[config.mk]
export PLATFORM = sky130hd
export DESIGN_NAME = fp_result_accumulator
export DESIGN_NICKNAME = d
export VERILOG_FILES = /design/src/rtl/fp_acc_pkg.sv /design/src/rtl/fp_acc_tag_ring.sv /design/src/rtl/fp_addsub_custom.sv /design/src/rtl/fp_result_accumulator.sv
export SDC_FILE = /design/constraint.sdc
export NUM_CORES = 2
export LEC_CHECK = 0
export ABC_AREA = 1
export BUFFER_PORTS_ARGS = -buffer_cell sky130_fd_sc_hd__buf_4
export CAP_MARGIN = 15
export CORE_MARGIN = 2
export CORE_UTILIZATION = 35
export CTS_BUF_LIST = sky130_fd_sc_hd__clkbuf_4 sky130_fd_sc_hd__clkbuf_8
export DETAILED_ROUTE_END_ITERATION = 10
export PLACE_DENSITY_LB_ADDON = 0.2
export SYNTH_ARGS = -nofsm -noshare
export SYNTH_HDL_FRONTEND = slang
export SYNTH_HIERARCHICAL = 1
export SYNTH_SLANG_ARGS = --single-unit
[constraint.sdc]
create_clock -name clock -period 56.4 [get_ports clock]
set_input_delay 5.64 -clock clock [delete_from_list [all_inputs] [get_ports clock]]
set_output_delay 5.64 -clock clock [all_outputs]
set_load 0.01 [all_outputs]
[src/rtl/fp_acc_pkg.sv]
// Shared types and constants for the float result accumulator.
// Default latencies here are also used by inner_function.
package fp_acc_pkg;

  typedef enum logic [1:0] {
    IDLE   = 2'd0,
    ACCUM  = 2'd1,
    REDUCE = 2'd2,
    FIN    = 2'd3
  } state_t;

  localparam logic [31:0] FP_ZERO         = 32'h0000_0000;
  localparam logic [31:0] FP_EXP_ALL_ONES = 32'h7F80_0000;
  localparam logic [31:0] FP_QNAN         = 32'h7FC0_0000;

  localparam int FP_ADD_LATENCY_DEF = 11;
  localparam int CNT_W_DEF          = 16;

  function automatic logic is_nan_inf(input logic [31:0] x);
    return (x & FP_EXP_ALL_ONES) == FP_EXP_ALL_ONES;
  endfunction

endpackage

[src/rtl/fp_acc_tag_ring.sv]
// Tag shift register in lockstep with the adder pipeline.
// A set bit means that adder stage carries a live partial sum.
import fp_acc_pkg::*;

module fp_acc_tag_ring #(
  parameter int L  = FP_ADD_LATENCY_DEF,
  parameter int PW = $clog2(L + 1)
) (
  input  logic          clock,
  input  logic          aclr,
  input  logic          clk_en,
  input  logic          clr,
  input  logic          tag_in,
  output logic          etag,
  output logic [PW-1:0] count
);

  logic [L-1:0] tags;

  always_ff @(posedge clock or negedge aclr) begin
    if (!aclr)
      tags <= '0;
    else if (clk_en)
      tags <= clr ? '0 : {tags[L-2:0], tag_in};
  end

  assign etag = tags[L-1];

  always_comb begin
    count = '0;
    for (int i = 0; i < L; i++)
      count = count + PW'(tags[i]);
  end

endmodule

[src/rtl/fp_addsub_custom.sv]
// Pipelined IEEE-754 single adder/subtractor, round-to-nearest-even.
// Denormals flush to zero; add_sub=1 adds, 0 subtracts.
import fp_acc_pkg::*;

module fp_addsub_custom #(
  parameter int LATENCY = FP_ADD_LATENCY_DEF
) (
  input  logic        clock,
  input  logic        aclr,
  input  logic        clk_en,
  input  logic        add_sub,
  input  logic [31:0] dataa,
  input  logic [31:0] datab,
  output logic [31:0] result
);

  logic [31:0] bx, x, y, res;
  logic [7:0]  ex, ey, d;
  logic [26:0] mx, my, ys, msk;
  logic [27:0] s;
  logic [24:0] mr;
  logic signed [9:0] e, ef;
  logic        up, sx;
  logic [31:0] pipe [LATENCY];

  always_comb begin
    bx = {datab[31] ^ ~add_sub, datab[30:0]};
    if (bx[30:0] > dataa[30:0]) begin
      x = bx;
      y = dataa;
    end else begin
      x = dataa;
      y = bx;
    end
    ex  = x[30:23];
    ey  = y[30:23];
    sx  = x[31];
    mx  = (ex == 8'd0) ? 27'd0 : {1'b1, x[22:0], 3'b000};
    my  = (ey == 8'd0) ? 27'd0 : {1'b1, y[22:0], 3'b000};
    d   = ex - ey;
    msk = (27'd1 << d) - 27'd1;
    if (d >= 8'd27)
      ys = {26'd0, |my};
    else
      ys = (my >> d) | {26'd0, |(my & msk)};
    if (x[31] == y[31])
      s = {1'b0, mx} + {1'b0, ys};
    else
      s = {1'b0, mx} - {1'b0, ys};
    e = $signed({2'b00, ex});
    if (s[27]) begin
      s = {1'b0, s[27:2], s[1] | s[0]};
      e = e + 10'sd1;
    end
    for (int i = 0; i < 26; i++) begin
      if (!s[26] && s != 28'd0) begin
        s = s << 1;
        e = e - 10'sd1;
      end
    end
    up = s[2] & (s[1] | s[0] | s[3]);
    mr = {1'b0, s[26:3]} + {24'd0, up};
    ef = mr[24] ? e + 10'sd1 : e;
    // hidden bit and rounding carry ripple into the exponent field
    res = {sx, {8'(e - 10'sd1), 23'd0} + {6'd0, mr}};
    if (s == 28'd0)
      res = FP_ZERO;
    else if (ef >= 10'sd255)
      res = {sx, 8'hFF, 23'd0};
    else if (e <= 10'sd0)
      res = {sx, 31'd0};
    if (ex == 8'hFF || ey == 8'hFF) begin
      if ((ex == 8'hFF && x[22:0] != 23'd0) ||
          (ey == 8'hFF && y[22:0] != 23'd0) ||
          (ey == 8'hFF && x[31] != y[31]))
        res = FP_QNAN;
      else
        res = {sx, 8'hFF, 23'd0};
    end
  end

  always_ff @(posedge clock or negedge aclr) begin
    if (!aclr) begin
      for (int i = 0; i < LATENCY; i++) pipe[i] <= FP_ZERO;
    end else if (clk_en) begin
      pipe[0] <= res;
      for (int i = 1; i < LATENCY; i++) pipe[i] <= pipe[i-1];
    end
  end

  assign result = pipe[LATENCY-1];

endmodule

[src/rtl/fp_result_accumulator.sv]
// Sums N float samples through one pipelined adder, then reduces.
// Build option: FP_ACC_NAN_DETECT_EN enables the sticky nan_flag.
import fp_acc_pkg::*;

module fp_result_accumulator #(
  parameter int FP_ADD_LATENCY = FP_ADD_LATENCY_DEF,
  parameter int CNT_W          = CNT_W_DEF
) (
  input  logic             clock,
  input  logic             aclr,
  input  logic             clk_en,
  input  logic             start,
  input  logic [CNT_W-1:0] n,
  input  logic             in_valid,
  input  logic [31:0]      in_data,
  output logic             in_ready,
  output logic             busy,
  output logic             done,
  output logic [31:0]      sum,
  output logic             drop_err,
  output logic             nan_flag
);

  localparam int L  = FP_ADD_LATENCY;
  localparam int PW = $clog2(L + 1);

  state_t state_q, state_d;
  logic [CNT_W-1:0] n_q, cnt_q;
  logic [31:0] hold_q, sum_q, dataa, datab, emerge;
  logic hv_q, drop_q;
  logic accept, etag, tag_in, ring_clr;
  logic load_hold, clr_hv, fin_go, start_go;
  logic [PW-1:0] count;
  logic [PW:0]   p;

  assign in_ready = (state_q == ACCUM) && (cnt_q < n_q);
  assign accept   = in_valid & in_ready;
  assign busy     = state_q != IDLE;
  assign done     = state_q == FIN;
  assign sum      = sum_q;
  assign drop_err = drop_q;
  assign start_go = (state_q == IDLE) && start;
  assign p        = {1'b0, count} + {{PW{1'b0}}, hv_q};
  assign fin_go   = (state_q == REDUCE) && (state_d == FIN);

  always_comb begin
    state_d   = state_q;
    dataa     = FP_ZERO;
    datab     = FP_ZERO;
    tag_in    = 1'b0;
    ring_clr  = 1'b0;
    load_hold = 1'b0;
    clr_hv    = 1'b0;
    unique case (state_q)
      IDLE: begin
        if (start) begin
          ring_clr = 1'b1;
          state_d  = (n == '0) ? FIN : ACCUM;
        end
      end
      ACCUM: begin
        dataa  = etag ? emerge : FP_ZERO;
        datab  = accept ? in_data : FP_ZERO;
        tag_in = etag | accept;
        if (cnt_q == n_q) state_d = REDUCE;
      end
      REDUCE: begin
        // pair each emerging partial with the held one
        if (etag && !hv_q) begin
          load_hold = 1'b1;
        end else if (etag && hv_q) begin
          dataa  = hold_q;
          datab  = emerge;
          tag_in = 1'b1;
          clr_hv = 1'b1;
        end
        if (p == (PW+1)'(1) && hv_q) state_d = FIN;
      end
      FIN: state_d = IDLE;
      default: state_d = IDLE;
    endcase
  end

  always_ff @(posedge clock or negedge aclr) begin
    if (!aclr) begin
      state_q <= IDLE;
      n_q     <= '0;
      cnt_q   <= '0;
      hold_q  <= FP_ZERO;
      hv_q    <= 1'b0;
      sum_q   <= FP_ZERO;
      drop_q  <= 1'b0;
    end else if (clk_en) begin
      state_q <= state_d;
      if (start_go) begin
        n_q    <= n;
        cnt_q  <= '0;
        drop_q <= 1'b0;
        hv_q   <= 1'b0;
        if (n == '0) sum_q <= FP_ZERO;
      end else begin
        if (accept) cnt_q <= cnt_q + CNT_W'(1);
        if (in_valid && !in_ready) drop_q <= 1'b1;
      end
      if (load_hold) begin
        hold_q <= emerge;
        hv_q   <= 1'b1;
      end else if (clr_hv) begin
        hv_q <= 1'b0;
      end
      if (fin_go) begin
        sum_q <= hold_q;
        hv_q  <= 1'b0;
      end
    end
  end

`ifdef FP_ACC_NAN_DETECT_EN
  logic nan_q;

  always_ff @(posedge clock or negedge aclr) begin
    if (!aclr)
      nan_q <= 1'b0;
    else if (clk_en) begin
      if (start_go)
        nan_q <= 1'b0;
      else if (accept && is_nan_inf(in_data))
        nan_q <= 1'b1;
    end
  end

  assign nan_flag = nan_q;
`else
  assign nan_flag = 1'b0;
`endif

  fp_acc_tag_ring #(.L(L)) u_ring (
    .clock  (clock),
    .aclr   (aclr),
    .clk_en (clk_en),
    .clr    (ring_clr),
    .tag_in (tag_in),
    .etag   (etag),
    .count  (count)
  );

  fp_addsub_custom #(.LATENCY(L)) u_add (
    .clock   (clock),
    .aclr    (aclr),
    .clk_en  (clk_en),
    .add_sub (1'b1),
    .dataa   (dataa),
    .datab   (datab),
    .result  (emerge)
  );

endmodule

**Word level (Yosys, flattened, before mapping)**

Index checks and enable logic that the tools add are counted.

- $add $sub $neg: 47
- Order comparisons: 5
- Equal/unequal tests: 10
- Shift-type cells: 2
- Mux-type cells: 99
- Bitwise gates (word level): 8
- Reduce and logical (&&, ||, !) cells: 114

Operator list:

| operator | count |
|---|---|
| $mux W28 | 27 |
| $reduce_bool A28 Y1 | 26 |
| $mux W32 | 14 |
| $mux W10 | 28 |
| $sub A10 B2 Y10 const B | 26 |
| $pmux W32 S2 | 2 |
| $mux W27 | 4 |
| $mux W31 | 2 |
| $reduce_or A27 Y1 | 2 |
| $reduce_bool A23 Y1 | 2 |
| $add A4 B1 Y4 | 9 |
| $logic_and A1 B1 Y1 | 36 |
| $mux W16 | 2 |
| $add A31 B25 Y31 | 1 |
| $gt A31 B31 Y1 | 1 |
| $add A27 B27 Y28 | 1 |
| $logic_not A1 Y1 | 28 |
| $logic_not A28 Y1 | 1 |
| $sub A27 B27 Y28 | 1 |
| $and A27 B27 Y27 | 1 |
| $or A27 B1 Y27 | 1 |
| $shl A1 B8 Y27 const A | 1 |
| $shr A27 B8 Y27 | 1 |
| $sub A27 B1 Y27 const B | 1 |
| 34 further kinds | 67 |

- Register bits: 463
- Bits of input ports: 53
- Output and inout bits: 37
- Word-level logic and storage cells: 304

**Logic depth before layout (Yosys ltp)**

- Depth in word-level cells: 105
- Depth in mapped cells: 188
- Gate-level depth less buffers: 184

**Cells and area by module**

The synthesis kept the hierarchy.

Modules (own cells, without submodules):

| module | times used | cells each | area each (um^2) | seq. area each (um^2) |
|---|---|---|---|---|
| fp_addsub_custom | 1 | 5790 | 35072.4 | 8808.4 |
| fp_result_accumulator | 1 | 844 | 5955.7 | 2502.4 |
| fp_acc_tag_ring | 1 | 77 | 688.2 | 275.3 |

**Worst setup path after synthesis**

Ideal clock, no wire load.

- Kind: input -> register
- Start: in in_valid
- End: reg u_add/pipe[349] (netlist name)
- Library setup time: 0.117 ns
- Data arrival time: 27.685 ns
- Required time: 56.283 ns
- Path slack: 28.598 ns
- Cell stages on the path: 170
- Buffers on the path: 5
- Path through: inv_1 -> nor2_2 -> buf_4 -> buf_6 -> nand2_1 -> a21oi_1 -> ha_1 -> nand2_1 -> inv_1 -> nand2_1 -> nand2_1 -> nand2_1 -> nand2_1 -> a21oi_1 -> nand2_4 -> nand2_4 -> buf_8 -> nand2_4 -> [134 not listed] -> inv_1 -> or2_2 -> nand2_1 -> inv_1 -> ha_1 -> inv_1 -> nand2_1 -> inv_1 -> nor2_1 -> nand2_1 -> nor2_1 -> nand2_1 -> xor2_1 -> inv_1 -> nand2_1 -> nand3_1 -> nand2_1 -> nand2_1

- Cells in the longest elaborated chain, start to end: 103
- Elaborated cells on any way between the ends: 202
- Classes of those cells: add/sub: 35; order compare: 4; eq/ne: 3; shift: 2; mux: 67; bitwise: 7; reduce/logical: 84

Ends and longest elaborated chain:

| element | line | text |
|---|---|---|
| from (decl) | fp_result_accumulator.sv:14 | `input logic in_valid,` |
| $and A1 B1 Y1 (*) | fp_result_accumulator.sv:37 | `assign accept = in_valid & in_ready;` |
| $mux W32 (*) | fp_result_accumulator.sv:63 | `datab = accept ? in_data : FP_ZERO;` |
| $pmux W32 S2 (*) | fp_result_accumulator.sv:54 | `unique case (state_q)` |
| named net datab[26] | fp_result_accumulator.sv:29 | `logic [31:0] hold_q, sum_q, dataa, datab, emerge;` |
| branches (longest 99 deep; another with $gt A31 B31 Y1) | -- |  |
| $mux W32 (*) | fp_addsub_custom.sv:72 | `if (ex == 8'hFF \|\| ey == 8'hFF) begin` |
| to (decl) | fp_addsub_custom.sv:24 | `logic [31:0] pipe [LATENCY];` |

Mark *: on every way through the listed nets, which the timed path passes.
A chain may end at the register's enable or synchronous reset.

**Final worst setup path**

Ends and elaborated chain as after synthesis.

==> flow_metrics.py <==
metrics = {
    "sta": {
        "finalMaxSlewViolations": 0,
        "fin_setup_tns_ps": 0,
        "final.setup_skew_ps": 34.1,
        "min_period_over_period": 0.583,
        "finalWorstSetupSlack_ps": 23520,
        "worst_pin_slew_ps": 1100,
        "max_freq_ghz": 0.0304,
        "hold_viol": 0,
        "setup_violations": 0,
        "slew_headroom": 0.259,
        "rsz0062_at_grt": "false",
        "post-route-min-period_ps": 32880,
    },
    "die": {
        "die_height_um": 349,
        "start_util": 0.353,
        "die_w_um": 349,
        "io_pins": 90,
        "rows": 126,
        "core_region_area_um2": 118000,
        "die-area_um2": 122000,
    },
    "worst_setup_path": {
        "cpPeakStageDelay_ps": 960,
        "cp-start-kind": "input port",
        "worst_path_dominant_cell_family": "simple AND/OR/NAND/NOR gates",
        "worst-path-buf-inv": 27,
        "crit_top_cell": "nand2_1",
        "crit_slowest_cell": "nand2_1",
        "cp_max_fo": 114,
        "crit_path_end_kind": "flop",
        "cp_data_required_time_ps": 56930,
        "crit_type": "in -> reg",
        "critPathArrivalTime_ps": 33410,
    },
    "synthesis": {
        "yosysMostFrequentCell": "nand2_1",
        "synth_top_cells_by_count": "2587 x nand2_1, 1013 x nand3_1, 590 x inv_1, 463 x dfrtp_1, 379 x nor2_1",
        "async_flop_share": 1.00,
        "synthTopCellsByArea": "dfrtp_1 28%, nand2_1 23%, nand3_1 12%, inv_1 5.3%, ha_1 3.5%",
        "postSynthCellCount": 6711,
        "synth_edf_count": 0,
        "synth_flop_cell": "dfrtp_1",
        "synthMuxAreaShare": 0.000480,
        "synth_seq_area_share": 0.278,
        "synth.top_cell.area_share": 0.278,
        "synth_compound_area_frac": 0.0577,
        "ys_ff_latch": 463,
        "synthXorXnorAreaFrac": 0.0191,
        "synth_top_family_by_area": "simple AND/OR/NAND/NOR gates",
        "synth_cell_types": 78,
        "synth_fa_ha_area_frac": 0.0392,
        "yosysWarnings": 6,
        "syn-num-nets": 6890,
        "synth_area_leader_cell": "dfrtp_1",
        "synth_simple_gate_area_frac": 0.506,
        "netlist_area_um2": 41700,
        "syn_avg_cell_area_um2": 6.22,
    },
    "clock_network": {
        "cts_inserted_buffers": 75,
        "hold_buffers": 0,
        "cts-root-buf": "clkbuf_8",
        "cts_resized": 0,
        "htreeDepth": 3,
        "cts_tree": "built",
        "clkLatencyLatePin_ps": 670,
        "clk_pin_slew_ps": 60,
        "cts_buffer_depth": 3,
        "postCtsSetupRepairBufs": 0,
        "clock-sinks": 463,
    },
    "job": {
        "drv_cap": 0,
    },
    "global_route": {
        "antenna_found_initial": 1,
        "grt_overflow_total": 0,
        "grt_pass1_vias": 38167,
        "grt_start_max_net_pins": 191,
        "grt_pass1_wl_um": 202000,
        "grtUsageTotal": 0.198,
    },
    "placement": {
        "io_buffers": 88,
        "place_worst_setup_slack_ps": 23000,
        "dp_hpwl_um": 93800,
        "routabilityCongestion": 0.936,
    },
    "route": {
        "initialDrtViolationCount": 2840,
        "wl_per_cell_um": 14.9,
        "first_pass_iters": 6,
        "ant_nets": 0,
        "totalWireLength_um": 123000,
        "drc": 0,
        "num_vias": 40874,
        "viasPerCell": 4.98,
    },
    "cells_and_area": {
        "area_growth_pct": 6.94,
        "nets": 6799,
        "fillCellCount": 13067,
        "drive_gt1_frac": 0.108,
    },
    "worst_hold_path": {
        "hp-class": "reg -> reg",
    },
    "run_status": {
        "outcome": "finished clean",
    },
}
==> routing by layer <==
metal / global-route usage / wire (um) / up-vias
met1: 0.274 / 59400 / 18665
met5: 0 / 0 / -
li1: - / - / 21375
met4: 0.0574 / 3510 / 0
met3: 0.0189 / 4020 / 157
met2: 0.325 / 55600 / 677
==> state kept, by name, summed over array words and instances (netlist names) <==
signal        cells
u_ring/tags      11
u_add/pipe      320
hv_q              1
u_add/result     32
cnt_q            16
sum              32
hold_q           32
n_q              16
state_q           2
drop_err          1
==> path summary, 6_finish.rpt <==
kind / slack [ps] / from / depth (start not counted) / end
max reg2reg: 27180 / cnt_q[5] / 164 / u_add/pipe[349]
min reg2reg: 460 / u_add/pipe[250] / 2 / u_add/pipe[218]
max: 23520 / in_valid / 159 / u_add/pipe[349]
max in group asynchronous: 48990 / aclr / 3 / u_add/pipe[101]
min: 460 / u_add/pipe[250] / 2 / u_add/pipe[218]
min in group asynchronous: 5060 / aclr / 1 / u_add/pipe[313]
==> cell type report <==
type / instances / area (um2) / share of cell area
inverters: 663 / 2520 / 0.0565
diodes: 1 / 2.50 / 0.0000561
multi-input cells: 5299 / 26000 / 0.582
clock buffers: 121 / 1500 / 0.0337
clock inverters: 13 / 185 / 0.00415
flip-flops and latches: 463 / 11600 / 0.260
well taps: 1536 / 1920 / 0.0431
repair buffers: 118 / 916 / 0.0205
==> cell usage in the layout, fill, tap and decap left out, types with 20 or more instances in the layout <==
master	instances
nand3_2	79
nand2_4	30
nand3_1	1013
nand4_1	143
clkbuf_4	26
clkbuf_8	95
xor2_1	66
ha_1	118
dfrtp_1	463
inv_2	53
nand2_1	2587
inv_1	590
a21oi_1	146
nor2_1	378
nor3_1	46
xnor2_1	22
nand2_2	181
buf_4	114
nor4_1	20
o21ai_1	26
o21ai_0	205
nor2_2	52
==> tightest hold or removal path: cells and delay by family, from the launching register on <==
family | cells | cell delay [ps]
DFF | 1 | 330
and+or+nand+nor | 2 | 100
==> through the flow <==
| stage | std cells | area [um2] | hold WS [ps] | util |
|---|---|---|---|---|
| 2_1_floorplan | 6711 | 41700 | 442 | - |
| 3_3_place_gp | 8077 | 42900 | 454 | 0.363 |
| 3_5_place_dp | 8077 | 42900 | 457 | 0.363 |
| 4_1_cts | 8211 | 44600 | 465 | 0.378 |
| 5_1_grt | 8214 | 44600 | 481 | 0.378 |
| 6_report | 8214 | 44600 | 462 | 0.378 |
==> cells by family after synthesis <==
| logic type | count (synthesis) |
|---|---|
| flops | 463 |
| other cells | 2 |
| xor+xnor | 89 |
| simple gates | 4637 |
| mux | 2 |
| compound gates | 443 |
| buf+inv | 949 |
| fa+ha+maj | 126 |
Power is left out: the tool's default activity adds up to more than one toggle a clock period on the data nets, which glitch-free logic cannot reach.
